[src/rtl/uart_pkg.sv]
// rtl/uart_pkg.sv - shared constants and receiver state encoding for the buffered UART receiver
package uart_pkg;

  localparam int OVERSAMPLE = 16;
  localparam int DATA_BITS  = 8;

  typedef enum logic [2:0] {
    ST_IDLE,
    ST_START,
    ST_DATA,
    ST_STOP,
    ST_BREAK
  } rx_state_t;

endpackage

[src/rtl/rx_fifo.sv]
// rtl/rx_fifo.sv - receive FIFO with occupancy count; a push into a full FIFO is dropped unless a pop frees the slot
module rx_fifo #(
  parameter int WIDTH = 8,
  parameter int DEPTH = 16
) (
  input  logic                     clk,
  input  logic                     reset_n,
  input  logic                     push,
  input  logic [WIDTH-1:0]         wdata,
  input  logic                     pop,
  output logic [WIDTH-1:0]         rdata,
  output logic                     valid,
  output logic [$clog2(DEPTH):0]   count,
  output logic                     drop
);

  localparam int AW = $clog2(DEPTH);
  localparam logic [AW:0] FULL_COUNT = (AW+1)'(DEPTH);

  logic [WIDTH-1:0] mem [DEPTH];
  logic [AW-1:0]    wr_ptr;
  logic [AW-1:0]    rd_ptr;
  logic             full;
  logic             do_push;
  logic             do_pop;

  assign valid   = (count != '0);
  assign full    = (count == FULL_COUNT);
  assign do_pop  = pop && valid;
  // When full, a same-cycle pop frees the slot the push lands in.
  assign do_push = push && (!full || do_pop);
  assign drop    = push && full && !do_pop;
  assign rdata   = valid ? mem[rd_ptr] : '0;

  always_ff @(posedge clk) begin
    if (!reset_n) begin
      wr_ptr <= '0;
      rd_ptr <= '0;
      count  <= '0;
    end else begin
      if (do_push) wr_ptr <= wr_ptr + 1'b1;
      if (do_pop)  rd_ptr <= rd_ptr + 1'b1;
      case ({do_push, do_pop})
        2'b10:   count <= count + 1'b1;
        2'b01:   count <= count - 1'b1;
        default: count <= count;
      endcase
    end
  end

  always_ff @(posedge clk) begin
    if (reset_n && do_push) mem[wr_ptr] <= wdata;
  end

endmodule

[src/rtl/uart_rx_buffered.sv]
// rtl/uart_rx_buffered.sv - 16x oversampled 8N1 UART receiver feeding a ready/valid FIFO with sticky error flags
module uart_rx_buffered
  import uart_pkg::*;
#(
  parameter int CLK_DIV    = 13,
  parameter int FIFO_DEPTH = 16
) (
  input  logic                          clk,
  input  logic                          reset_n,
  input  logic                          rx,
  output logic [7:0]                    data,
  output logic                          valid,
  input  logic                          ready,
  output logic [$clog2(FIFO_DEPTH):0]   count,
  output logic                          frame_err,
  output logic                          overflow,
  input  logic                          err_clear
);

  localparam logic [11:0] DIV_LAST  = 12'(CLK_DIV - 1);
  localparam logic [3:0]  SAMP_LAST = 4'(OVERSAMPLE - 1);
  localparam logic [3:0]  SAMP_MID  = 4'(OVERSAMPLE / 2 - 1);
  localparam logic [2:0]  BIT_LAST  = 3'(DATA_BITS - 1);

  logic                 rx_meta;
  logic                 rx_s;
  logic [11:0]          div_cnt;
  logic                 tick;
  rx_state_t            state, state_d;
  logic [3:0]           samp_cnt, samp_d;
  logic [2:0]           bit_cnt, bit_d;
  logic [DATA_BITS-1:0] shreg, shreg_d;
  logic                 push;
  logic                 frame_set;
  logic                 drop;

  assign tick = (div_cnt == DIV_LAST);

  always_ff @(posedge clk) begin
    if (!reset_n) begin
      rx_meta   <= 1'b1;
      rx_s      <= 1'b1;
      div_cnt   <= '0;
      state     <= ST_IDLE;
      samp_cnt  <= '0;
      bit_cnt   <= '0;
      shreg     <= '0;
      frame_err <= 1'b0;
      overflow  <= 1'b0;
    end else begin
      rx_meta   <= rx;
      rx_s      <= rx_meta;
      div_cnt   <= tick ? '0 : div_cnt + 12'd1;
      state     <= state_d;
      samp_cnt  <= samp_d;
      bit_cnt   <= bit_d;
      shreg     <= shreg_d;
      // A set in the same cycle as err_clear wins.
      frame_err <= frame_set | (frame_err & ~err_clear);
      overflow  <= drop | (overflow & ~err_clear);
    end
  end

  always_comb begin
    state_d   = state;
    samp_d    = samp_cnt;
    bit_d     = bit_cnt;
    shreg_d   = shreg;
    push      = 1'b0;
    frame_set = 1'b0;
    if (tick) begin
      case (state)
        ST_IDLE: begin
          if (!rx_s) begin
            state_d = ST_START;
            samp_d  = '0;
          end
        end
        ST_START: begin
          if (samp_cnt == SAMP_MID) begin
            samp_d  = '0;
            bit_d   = '0;
            state_d = rx_s ? ST_IDLE : ST_DATA;
          end else begin
            samp_d = samp_cnt + 4'd1;
          end
        end
        ST_DATA: begin
          samp_d = samp_cnt + 4'd1;
          if (samp_cnt == SAMP_LAST) begin
            shreg_d = {rx_s, shreg[DATA_BITS-1:1]};
            bit_d   = bit_cnt + 3'd1;
            if (bit_cnt == BIT_LAST) state_d = ST_STOP;
          end
        end
        ST_STOP: begin
          samp_d = samp_cnt + 4'd1;
          if (samp_cnt == SAMP_LAST) begin
            if (rx_s) begin
              push    = 1'b1;
              state_d = ST_IDLE;
            end else begin
              frame_set = 1'b1;
              state_d   = ST_BREAK;
            end
          end
        end
        ST_BREAK: begin
          if (rx_s) state_d = ST_IDLE;
        end
        default: state_d = ST_IDLE;
      endcase
    end
  end

  rx_fifo #(
    .WIDTH (DATA_BITS),
    .DEPTH (FIFO_DEPTH)
  ) u_fifo (
    .clk     (clk),
    .reset_n (reset_n),
    .push    (push),
    .wdata   (shreg),
    .pop     (ready),
    .rdata   (data),
    .valid   (valid),
    .count   (count),
    .drop    (drop)
  );

endmodule

[config.mk]
export PLATFORM = sky130hd
export DESIGN_NAME = uart_rx_buffered
export DESIGN_NICKNAME = d
export VERILOG_FILES = /design/src/rtl/uart_pkg.sv /design/src/rtl/rx_fifo.sv /design/src/rtl/uart_rx_buffered.sv
export SDC_FILE = /design/constraint.sdc
export NUM_CORES = 1
export LEC_CHECK = 0
export CAP_MARGIN = 20
export CORE_ASPECT_RATIO = 2
export CORE_MARGIN = 2
export CORE_UTILIZATION = 40
export DETAILED_ROUTE_END_ITERATION = 10
export PLACE_DENSITY = 0.67
export SYNTH_ARGS = -nofsm -noshare
export SYNTH_HDL_FRONTEND = slang
export SYNTH_SLANG_ARGS = --single-unit
[constraint.sdc]
create_clock -name clk -period 3.8 [get_ports clk]
set_input_delay 0.38 -clock clk [delete_from_list [all_inputs] [get_ports clk]]
set_output_delay 0.38 -clock clk [all_outputs]
set_load 0.01 [all_outputs]
==> impl_metrics.env, run 1 <==
export IMPL_grt_max_degree=51
export IMPL_drcViolationCount=0
export IMPL_ys_seq_area_frac=0.656
export IMPL_p_sw_w=0.000776
export IMPL_slew_viol_final=0
export IMPL_busiest_layer="met2"
export IMPL_r2r_cells=13
export IMPL_fin_ws_ns=0.341
export IMPL_drt_wirelength_per_cell_um=18.9
export IMPL_finalHoldViolCount=0
export IMPL_coreArea_um2=18200
export IMPL_ys_flop_type="edfxtp_1"
export IMPL_critPathRequiredTime_ns=4.14
export IMPL_arrival_ns=3.80
export IMPL_cts_setup_buffers=0
export IMPL_cap_violations=0
export IMPL_ys_warn_count=0
export IMPL_start_kind="flop"
export IMPL_antenna_cells=0
export IMPL_path_clk_slew_ns=0.07
export IMPL_crit_start="div_cnt[0]"
export IMPL_fin_crit_sh=0.910
export IMPL_instances_no_fill=766
export IMPL_crit_fanout=8
export IMPL_crit_path_frequent_cell="ha_1"
export IMPL_multi_input_area_um2=2400
export IMPL_use_met1=0.158
export IMPL_comb_power_share=0.010
export IMPL_cp_slowest_stage_delay_ns=0.49
export IMPL_max_slew_margin=0.393
export IMPL_overflow=0
export IMPL_holdBufCountCts=0
export IMPL_numCtsBuffers=17
export IMPL_pre_cts_ws_ns=0.296
export IMPL_r2r_start="div_cnt[0]"
export IMPL_whs_ns=0.412
export IMPL_syn_nets=524
export IMPL_ys_async_sr_fraction=0
export IMPL_use_met3=0.0305
export IMPL_clock_skew_ns=0.0121
export IMPL_worstHoldStart="rx_meta"
export IMPL_tns_ns=0
export IMPL_ys_types=47
export IMPL_worstMarginPinSlew_ns=0.909
export IMPL_max_freq_mhz=289
export IMPL_ctsResizeCount=0
export IMPL_area_growth_pct=15.1
export IMPL_ir_drop_mv=0.293
export IMPL_power_leakage_nw=3.11
export IMPL_antenna_found_initial=0
export IMPL_hold_class="flop to flop"
export IMPL_grt_pass1_wl_um=23100
export IMPL_clkSinkCount=179
export IMPL_cts_tree="yes"
export IMPL_gp_congestion=0.819
export IMPL_n_fill_cell=1598
export IMPL_placed_cells=734
export IMPL_finalSetupViolations=0
export IMPL_netlist_instances=506
export IMPL_path_depth=13
export IMPL_die_area_um2=19700
export IMPL_die_w_um=100
export IMPL_grt_setup_unrepaired="false"
export IMPL_cts_root_buf="clkbuf_16"
export IMPL_start_util=0.407
export IMPL_slowest_stage="nor4_1"
export IMPL_dr_pass1_iters=4
export IMPL_status="completed"
export IMPL_r2r_slack_ns=0.34
export IMPL_grt_usage=0.158
export IMPL_drtIter0Drc=234
export IMPL_drive_above_1_share=0.171
export IMPL_num_rows=70
export IMPL_regArea_um2=4870
export IMPL_p_per_area_nw_per_um2=452
export IMPL_die_y_um=197
export IMPL_timing_rr_end="u_fifo.count[4]"
export IMPL_num_nets_final=555
export IMPL_syn_area_per_cell_um2=14.7
export IMPL_critPathTopFamily="simple AND/OR/NAND/NOR gates"
export IMPL_worstSetupEndpointType="flop"
export IMPL_seqPwrFrac=0.537
export IMPL_dpl_hpwl_um=10300
export IMPL_clockBufferDepth=2
export IMPL_ys_ff_latch=179
export IMPL_grtUsageMet2=0.304
export IMPL_finalCoreUtilization=0.469
export IMPL_totalWireLength_um=14400
export IMPL_drtAntennaViolNets=0
export IMPL_path_cells="inv_1 > ha_1 > or4b_1 > nor4_1 > nand4_1 > ha_1 > xor2_1 > ha_1 > a21oi_1 > a32o_1 > a21oi_1 > or3_1 > a21boi_0"
export IMPL_worstSetupPathType="flop to flop"
export IMPL_vias=4115
export IMPL_ios=21
export IMPL_first_global_vias=4268
export IMPL_synth_edf_count=128
export IMPL_period_needed_ns=3.46
export IMPL_p_sw_frac=0.201
export IMPL_clockPowerShare=0.453
export IMPL_via_per_inst=5.37
export IMPL_insertion_delay_ns=0.42
export IMPL_h_tree_depth=4
export IMPL_cp_num_buf_inv=1
export IMPL_port_buffers=20
export IMPL_p_int_w=0.00309
export IMPL_netlist_area_um2=7420
export IMPL_endpoint="u_fifo.count[4]"
==> area by class of cell <==
cell class | count | share of cell area
timing repair buffer | 41 | 0.0419
multi-input combinational | 288 | 0.281
clock buffer | 19 | 0.0557
clock inverter | 13 | 0.0154
sequential | 179 | 0.570
inverter | 10 | 0.00439
tap | 216 | 0.0316
==> layout by cell type (no fill, tap or decap), types with 3 or more instances in the layout <==
cell,netlist,final
a21boi_0,6,6
a21boi_1,3,3
a21oi_1,5,5
a31oi_1,4,4
and2_1,5,5
and3_1,8,8
buf_4,0,21
clkbuf_16,0,19
clkdlybuf4s50_1,0,20
dfxtp_1,51,50
edfxtp_1,128,128
ha_1,13,13
inv_1,10,10
inv_4,0,4
inv_6,0,4
inv_8,0,3
mux2i_1,22,22
mux4_2,32,32
nand2_1,31,31
nand2b_1,8,8
nand3_1,13,13
nand4_1,4,4
nor2_1,29,29
nor2b_1,12,12
nor3_1,6,6
o21ai_0,17,17
o22ai_1,10,10
or2_2,5,5
or3_1,7,7
xnor2_1,13,13
xor2_1,7,7
==> how the worst min path moves through the flow <==
| stage | to | cells past startpoint |
|---|---|---|
| 6_report | rx_s | 1 |
| 3_3_place_gp | rx_s | 1 |
| 4_1_cts | rx_s | 1 |
| 5_1_grt | rx_s | 1 |
| 2_1_floorplan | rx_s | 1 |
| 3_5_place_dp | rx_s | 1 |
==> Yosys cell counts, types with 3 or more instances <==
cell	instances	area, um^2
xor2_1	7	61.3
and3_1	8	50.1
buf_1	9	33.8
o22ai_1	10	62.6
nand2_1	31	116
nand3_1	13	65.1
o21ai_0	17	85.1
nand2b_1	8	50.1
nand4_1	4	25.0
mux2i_1	22	220
nor3_1	6	30.0
dfxtp_1	51	1020
edfxtp_1	128	3840
nor2b_1	12	75.1
xnor2_1	13	114
clkbuf_1	19	71.3
or3_1	7	43.8
a31oi_1	4	25.0
mux4_2	32	721
a21oi_1	5	25.0
inv_1	10	37.5
a21boi_0	6	45.0
nor2_1	29	109
and2_1	5	31.3
ha_1	13	163
or2_2	5	31.3
a21boi_1	3	22.5
==> metrics by stage <==
step                      instance area [um^2]  total power, W
final                                     8540         0.00386
after global routing                      8540         0.00398
after CTS                                 8540         0.00390
after detailed placement                  7930         0.00216
after global placement                    7930         0.00215
after floorplan                           7420         0.00214
==> power groups by stage <==
stage | clock, W | sequential (W) | combinational (W)
after floorplan | 0 | 0.00211 | 0.0000306
after global placement | 0 | 0.00212 | 0.0000373
after detailed placement | 0 | 0.00212 | 0.0000390
after CTS | 0.00179 | 0.00207 | 0.0000391
after global routing | 0.00186 | 0.00207 | 0.0000443
final | 0.00175 | 0.00207 | 0.0000384
==> kinds of logic after synthesis <==
group	synth area share
buffers and inverters	0.0207
multiplexers	0.127
adder cells (fa/ha/maj)	0.0219
flip-flops	0.656
XOR/XNOR	0.0236
AND/OR/NAND/NOR	0.105
AO/OA/AOI/OAI	0.0465
==> per-layer routing <==
metal,up-vias,wire (um),share of wire
met2,75,8830,0.61
met4,0,319,0.022
met3,12,400,0.028
li1,1974,-,-
met5,-,0,0
met1,2054,4900,0.34
==> state kept, by name (all words and copies together) (netlist names), named ones only <==
register       cells
bit_cnt            3
div_cnt           12
frame_err          1
overflow           1
rx_meta            1
rx_s               1
samp_cnt           4
shreg              8
state              3
u_fifo.count       5
u_fifo.mem       128
u_fifo.rd_ptr      4
u_fifo.wr_ptr      4
(Power assumes the default switching activity.)
==> inputs of run 2 (changes only) <==
--- a/config.mk
+++ b/config.mk
@@ -10,7 +10,6 @@
 export CORE_MARGIN = 2
 export CORE_UTILIZATION = 40
 export DETAILED_ROUTE_END_ITERATION = 10
-export PLACE_DENSITY = 0.67
 export SYNTH_ARGS = -nofsm -noshare
 export SYNTH_HDL_FRONTEND = slang
 export SYNTH_SLANG_ARGS = --single-unit
==> impl_metrics.env, run 2 (same netlist as run 1, synthesis figures left out) <==
export IMPL_status="completed"
export IMPL_dpl_hpwl_um=10400
export IMPL_totalWireLength_um=14800
export IMPL_cts_tree="yes"
export IMPL_ctsResizeCount=0
export IMPL_min_to="rx_s"
export IMPL_max_freq_mhz=294
export IMPL_path_clk_slew_ns=0.06
export IMPL_clockBufferDepth=2
export IMPL_start_util=0.407
export IMPL_area_growth_pct=15.7
export IMPL_start_kind="flop"
export IMPL_coreArea_um2=18200
export IMPL_slew_viol_final=0
export IMPL_ir_drop_mv=0.289
export IMPL_path_cells="inv_1 > ha_1 > or4b_1 > nor4_1 > nand4_1 > ha_1 > xor2_1 > ha_1 > a21oi_1 > a32o_1 > a21oi_1 > or3_1 > a21boi_0"
export IMPL_die_area_um2=19700
export IMPL_instances_no_fill=766
export IMPL_hold_path_depth=1
export IMPL_ios=21
export IMPL_drtIter0Drc=222
export IMPL_crit_path_frequent_cell="ha_1"
export IMPL_slowest_stage="or4b_1"
export IMPL_fin_ws_ns=0.394
export IMPL_grt_max_degree=52
export IMPL_cts_root_buf="clkbuf_16"
export IMPL_crit_start="div_cnt[0]"
export IMPL_arrival_ns=3.75
export IMPL_crit_fanout=8
export IMPL_critPathRequiredTime_ns=4.14
export IMPL_period_needed_ns=3.41
export IMPL_hold_class="flop to flop"
export IMPL_p_per_area_nw_per_um2=460
export IMPL_pre_cts_ws_ns=0.353
export IMPL_r2r_slack_ns=0.39
export IMPL_clock_skew_ns=0.00867
export IMPL_die_w_um=100
export IMPL_worstSetupPathType="flop to flop"
export IMPL_h_tree_depth=4
export IMPL_antenna_found_initial=0
export IMPL_worstSetupEndpointType="flop"
export IMPL_cts_setup_buffers=0
export IMPL_layout_common_cells="128 x edfxtp_1, 50 x dfxtp_1, 32 x mux4_2, 31 x nand2_1, 29 x nor2_1"
export IMPL_die_y_um=197
export IMPL_finalHoldViolCount=0
export IMPL_fin_crit_sh=0.896
export IMPL_first_global_vias=4272
export IMPL_p_total_w=0.00395
export IMPL_cap_violations=0
export IMPL_drcViolationCount=0
export IMPL_reg_top3="u_fifo.mem: 128 flops, div_cnt: 12 flops, shreg: 8 flops"
export IMPL_antenna_cells=0
export IMPL_drtAntennaViolNets=0
export IMPL_r2r_cells=13
export IMPL_critPathTopFamily="simple AND/OR/NAND/NOR gates"
export IMPL_holdBufCountCts=0
export IMPL_num_nets_final=555
export IMPL_drt_wirelength_per_cell_um=19.4
export IMPL_worstMarginPinSlew_ns=0.896
export IMPL_grt_pass1_wl_um=23500
export IMPL_placed_cells=734
export IMPL_tns_ns=0
export IMPL_insertion_delay_ns=0.42
export IMPL_numCtsBuffers=17
export IMPL_top_register="u_fifo.mem"
export IMPL_vias=4063
export IMPL_largest_reg_flops=128
export IMPL_via_per_inst=5.30
export IMPL_max_slew_margin=0.402
export IMPL_cp_num_buf_inv=1
export IMPL_gp_congestion=0.787
export IMPL_num_rows=70
export IMPL_drive_above_1_share=0.164
export IMPL_timing_rr_end="u_fifo.count[4]"
export IMPL_clkSinkCount=179
export IMPL_dpl_cell_area_um2=7950
export IMPL_dr_pass1_iters=4
export IMPL_overflow=0
export IMPL_worstHoldStart="rx_meta"
export IMPL_r2r_start="div_cnt[0]"
export IMPL_fin_area_um2=8590
export IMPL_grt_setup_unrepaired="false"
export IMPL_cp_slowest_stage_delay_ns=0.46
export IMPL_port_buffers=20
export IMPL_finalSetupViolations=0
export IMPL_power_leakage_nw=3.12
export IMPL_grt_usage=0.162
export IMPL_final_common_cell="edfxtp_1"
==> run 2: cell count changes in the layout (fill, tap and decap cells not counted), moves of 3 or more <==
cell and change:
clkbuf_1 +4, clkbuf_8 +3, inv_4 -3, inv_6 -4
inv_8 -3
==> run 2: through the flow <==
| step | hold WS [ns] | utilization |
|---|---|---|
| global placement | 0.409 | 0.436 |
| global route | 0.436 | 0.471 |
| floorplan | 0.386 | - |
| detailed placement | 0.402 | 0.436 |
| CTS | 0.423 | 0.471 |
| finish | 0.415 | 0.471 |
==> run 2: final cells by class <==
| cell class | count | area [um^2] |
|---|---|---|
| clock buffer | 27 | 557 |
| clock inverter | 5 | 82.6 |
| fill | 1582 | 9630 |
| inverter | 10 | 37.5 |
| multi-input combinational | 288 | 2400 |
| sequential | 179 | 4870 |
| tap | 216 | 270 |
| timing repair buffer | 41 | 370 |
==> run 2: how the worst max path moves through the flow <==
stage / to / slack [ns] / cells past startpoint
CTS: u_fifo.count[4] / 0.31 / 13
global placement: u_fifo.count[4] / 0.45 / 13
finish: u_fifo.count[4] / 0.39 / 13
detailed placement: u_fifo.count[4] / 0.35 / 13
global route: u_fifo.count[4] / 0.02 / 13
floorplan: u_fifo.count[4] / 0.57 / 15
==> run 2: layer usage <==
metal	global-route usage	wire, um	vias up	share of wire
met5	0	0	-	0
met4	0.0563	202	0	0.014
met3	0.0298	341	10	0.023
met2	0.325	9050	77	0.61
met1	0.159	5230	2007	0.35
li1	-	-	1969	-
==> run 2: power breakdown <==
group	switching [W]	leakage [nW]	internal (W)
sequential	0.00000729	1.90	0.00207
combinational	0.0000223	0.911	0.0000166
clock	0.000692	0.310	0.00114
==> RTL change (settings of run 2) <==
Encoding of `rx_state_t`: now one-hot (5 bits for 5 states).
--- a/src/rtl/uart_pkg.sv
+++ b/src/rtl/uart_pkg.sv
@@ -4,12 +4,12 @@
   localparam int OVERSAMPLE = 16;
   localparam int DATA_BITS  = 8;
 
-  typedef enum logic [2:0] {
-    ST_IDLE,
-    ST_START,
-    ST_DATA,
-    ST_STOP,
-    ST_BREAK
+  typedef enum logic [4:0] {
+    ST_IDLE  = 5'b00001,
+    ST_START = 5'b00010,
+    ST_DATA  = 5'b00100,
+    ST_STOP  = 5'b01000,
+    ST_BREAK = 5'b10000
   } rx_state_t;
 
 endpackage
Function: same outputs for any inputs over 10 cycles, from zero or initial values and one cycle with reset_n low; not proved beyond that.
==> RTL change against run 2 <==
Total power fell by 3.0%. Cell area up 0.95%. Synthesized area grew 1.6%. Wire length up 3.1%. Sequential cell count increased by 2. First-iteration DRC count up 21%. Clock skew is 0.0017 ns higher. Setup slack gained 0.10 ns. Highest routed layer unchanged.
==> RTL change: results (changes against run 2) <==
comb_multi_in = 285 (was 288)
largest net degree at the start of global routing = 33 (was 52)
largest cells by area after synthesis = edfxtp_1 (51%), dfxtp_1 (14%), mux4_2 (12%) (was edfxtp_1 (52%), dfxtp_1 (14%), mux4_2 (9.7%))
Switch Pwr = 748.1 uW (was 721.7 uW)
total power = 3.832 mW (was 3.949 mW)
Reg power frac = 0.546 (was 0.525)
Pleak = 2.866 nW (was 3.123 nW)
Filler cells = 1604 (was 1582)
1st-iter DRT viols = 268 (was 222)
number of global-route vias before repair = 4306 (was 4272)
Mean Syn Cell Area = 15.02 sq um (was 14.67 sq um)
Post-Syn Nets = 520 (was 524)
placed cells = 739 (was 734)
Non-clock inverters = 13 (was 10)
layout clock buffer count = 20 (was 27)
clock skew = 0.01035 ns (was 0.008670 ns)
first-pass GRT wire length = 23.72 mm (was 23.45 mm)
maximum VDD drop = 0.2905 mV (was 0.2889 mV)
pwr dens = 442.2 nW/um^2 (was 460.0 nW/um^2)
seq_cells = 181 (was 179)
mean number of vias per cell = 5.445 (was 5.304)
Reg2Reg Depth = 12 (was 13)
Slew @ Worst Pin = 0.6795 ns (was 0.8955 ns)
share of cells above drive strength 1 = 0.1757 (was 0.1636)
Synth top cells by count = edfxtp_1 (128), dfxtp_1 (53), nor2_1 (53), mux4_2 (40), nand2_1 (15) (was edfxtp_1 (128), dfxtp_1 (51), mux4_2 (32), nand2_1 (31), nor2_1 (29))
fraction of area in multi-input gates = 0.2873 (was 0.2798)
status = finished, final reports clean (unchanged)
non-filler cells, final = 771 (was 766)
RTL change: cell count changes in the layout (fill, tap and decap cells not counted), sizes merged, moves of 5 or more:
cell           run 2  this run
a21oi              5        14
nor2              29        53
and2               5        10
nor2b             12         2
nand2             31        15
clkbuf            27        20
xnor2             13         7
a21boi             9         1
mux2i             22        14
o21ai             17         8
xor2               7        14
mux4              32        40
o22ai             10         2
or2                7         1
RTL change: kinds of logic after synthesis:
family / Yosys count / synth area share
buffers and inverters: 36 / 0.01941
XOR/XNOR: 21 / 0.02439
AND/OR/NAND/NOR: 151 / 0.1055
flip-flops: 181 / 0.6504
multiplexers: 54 / 0.1380
AO/OA/AOI/OAI: 46 / 0.04065
adder cells (fa/ha/maj): 13 / 0.02157
RTL change: metal layers:
metal  wire length, um  track usage  part of all wire
met1              5550       0.1617              0.36
met3               308      0.02965             0.020
met4               228      0.05305             0.015
met5                 0            0                 0
met2              9192       0.3174              0.60
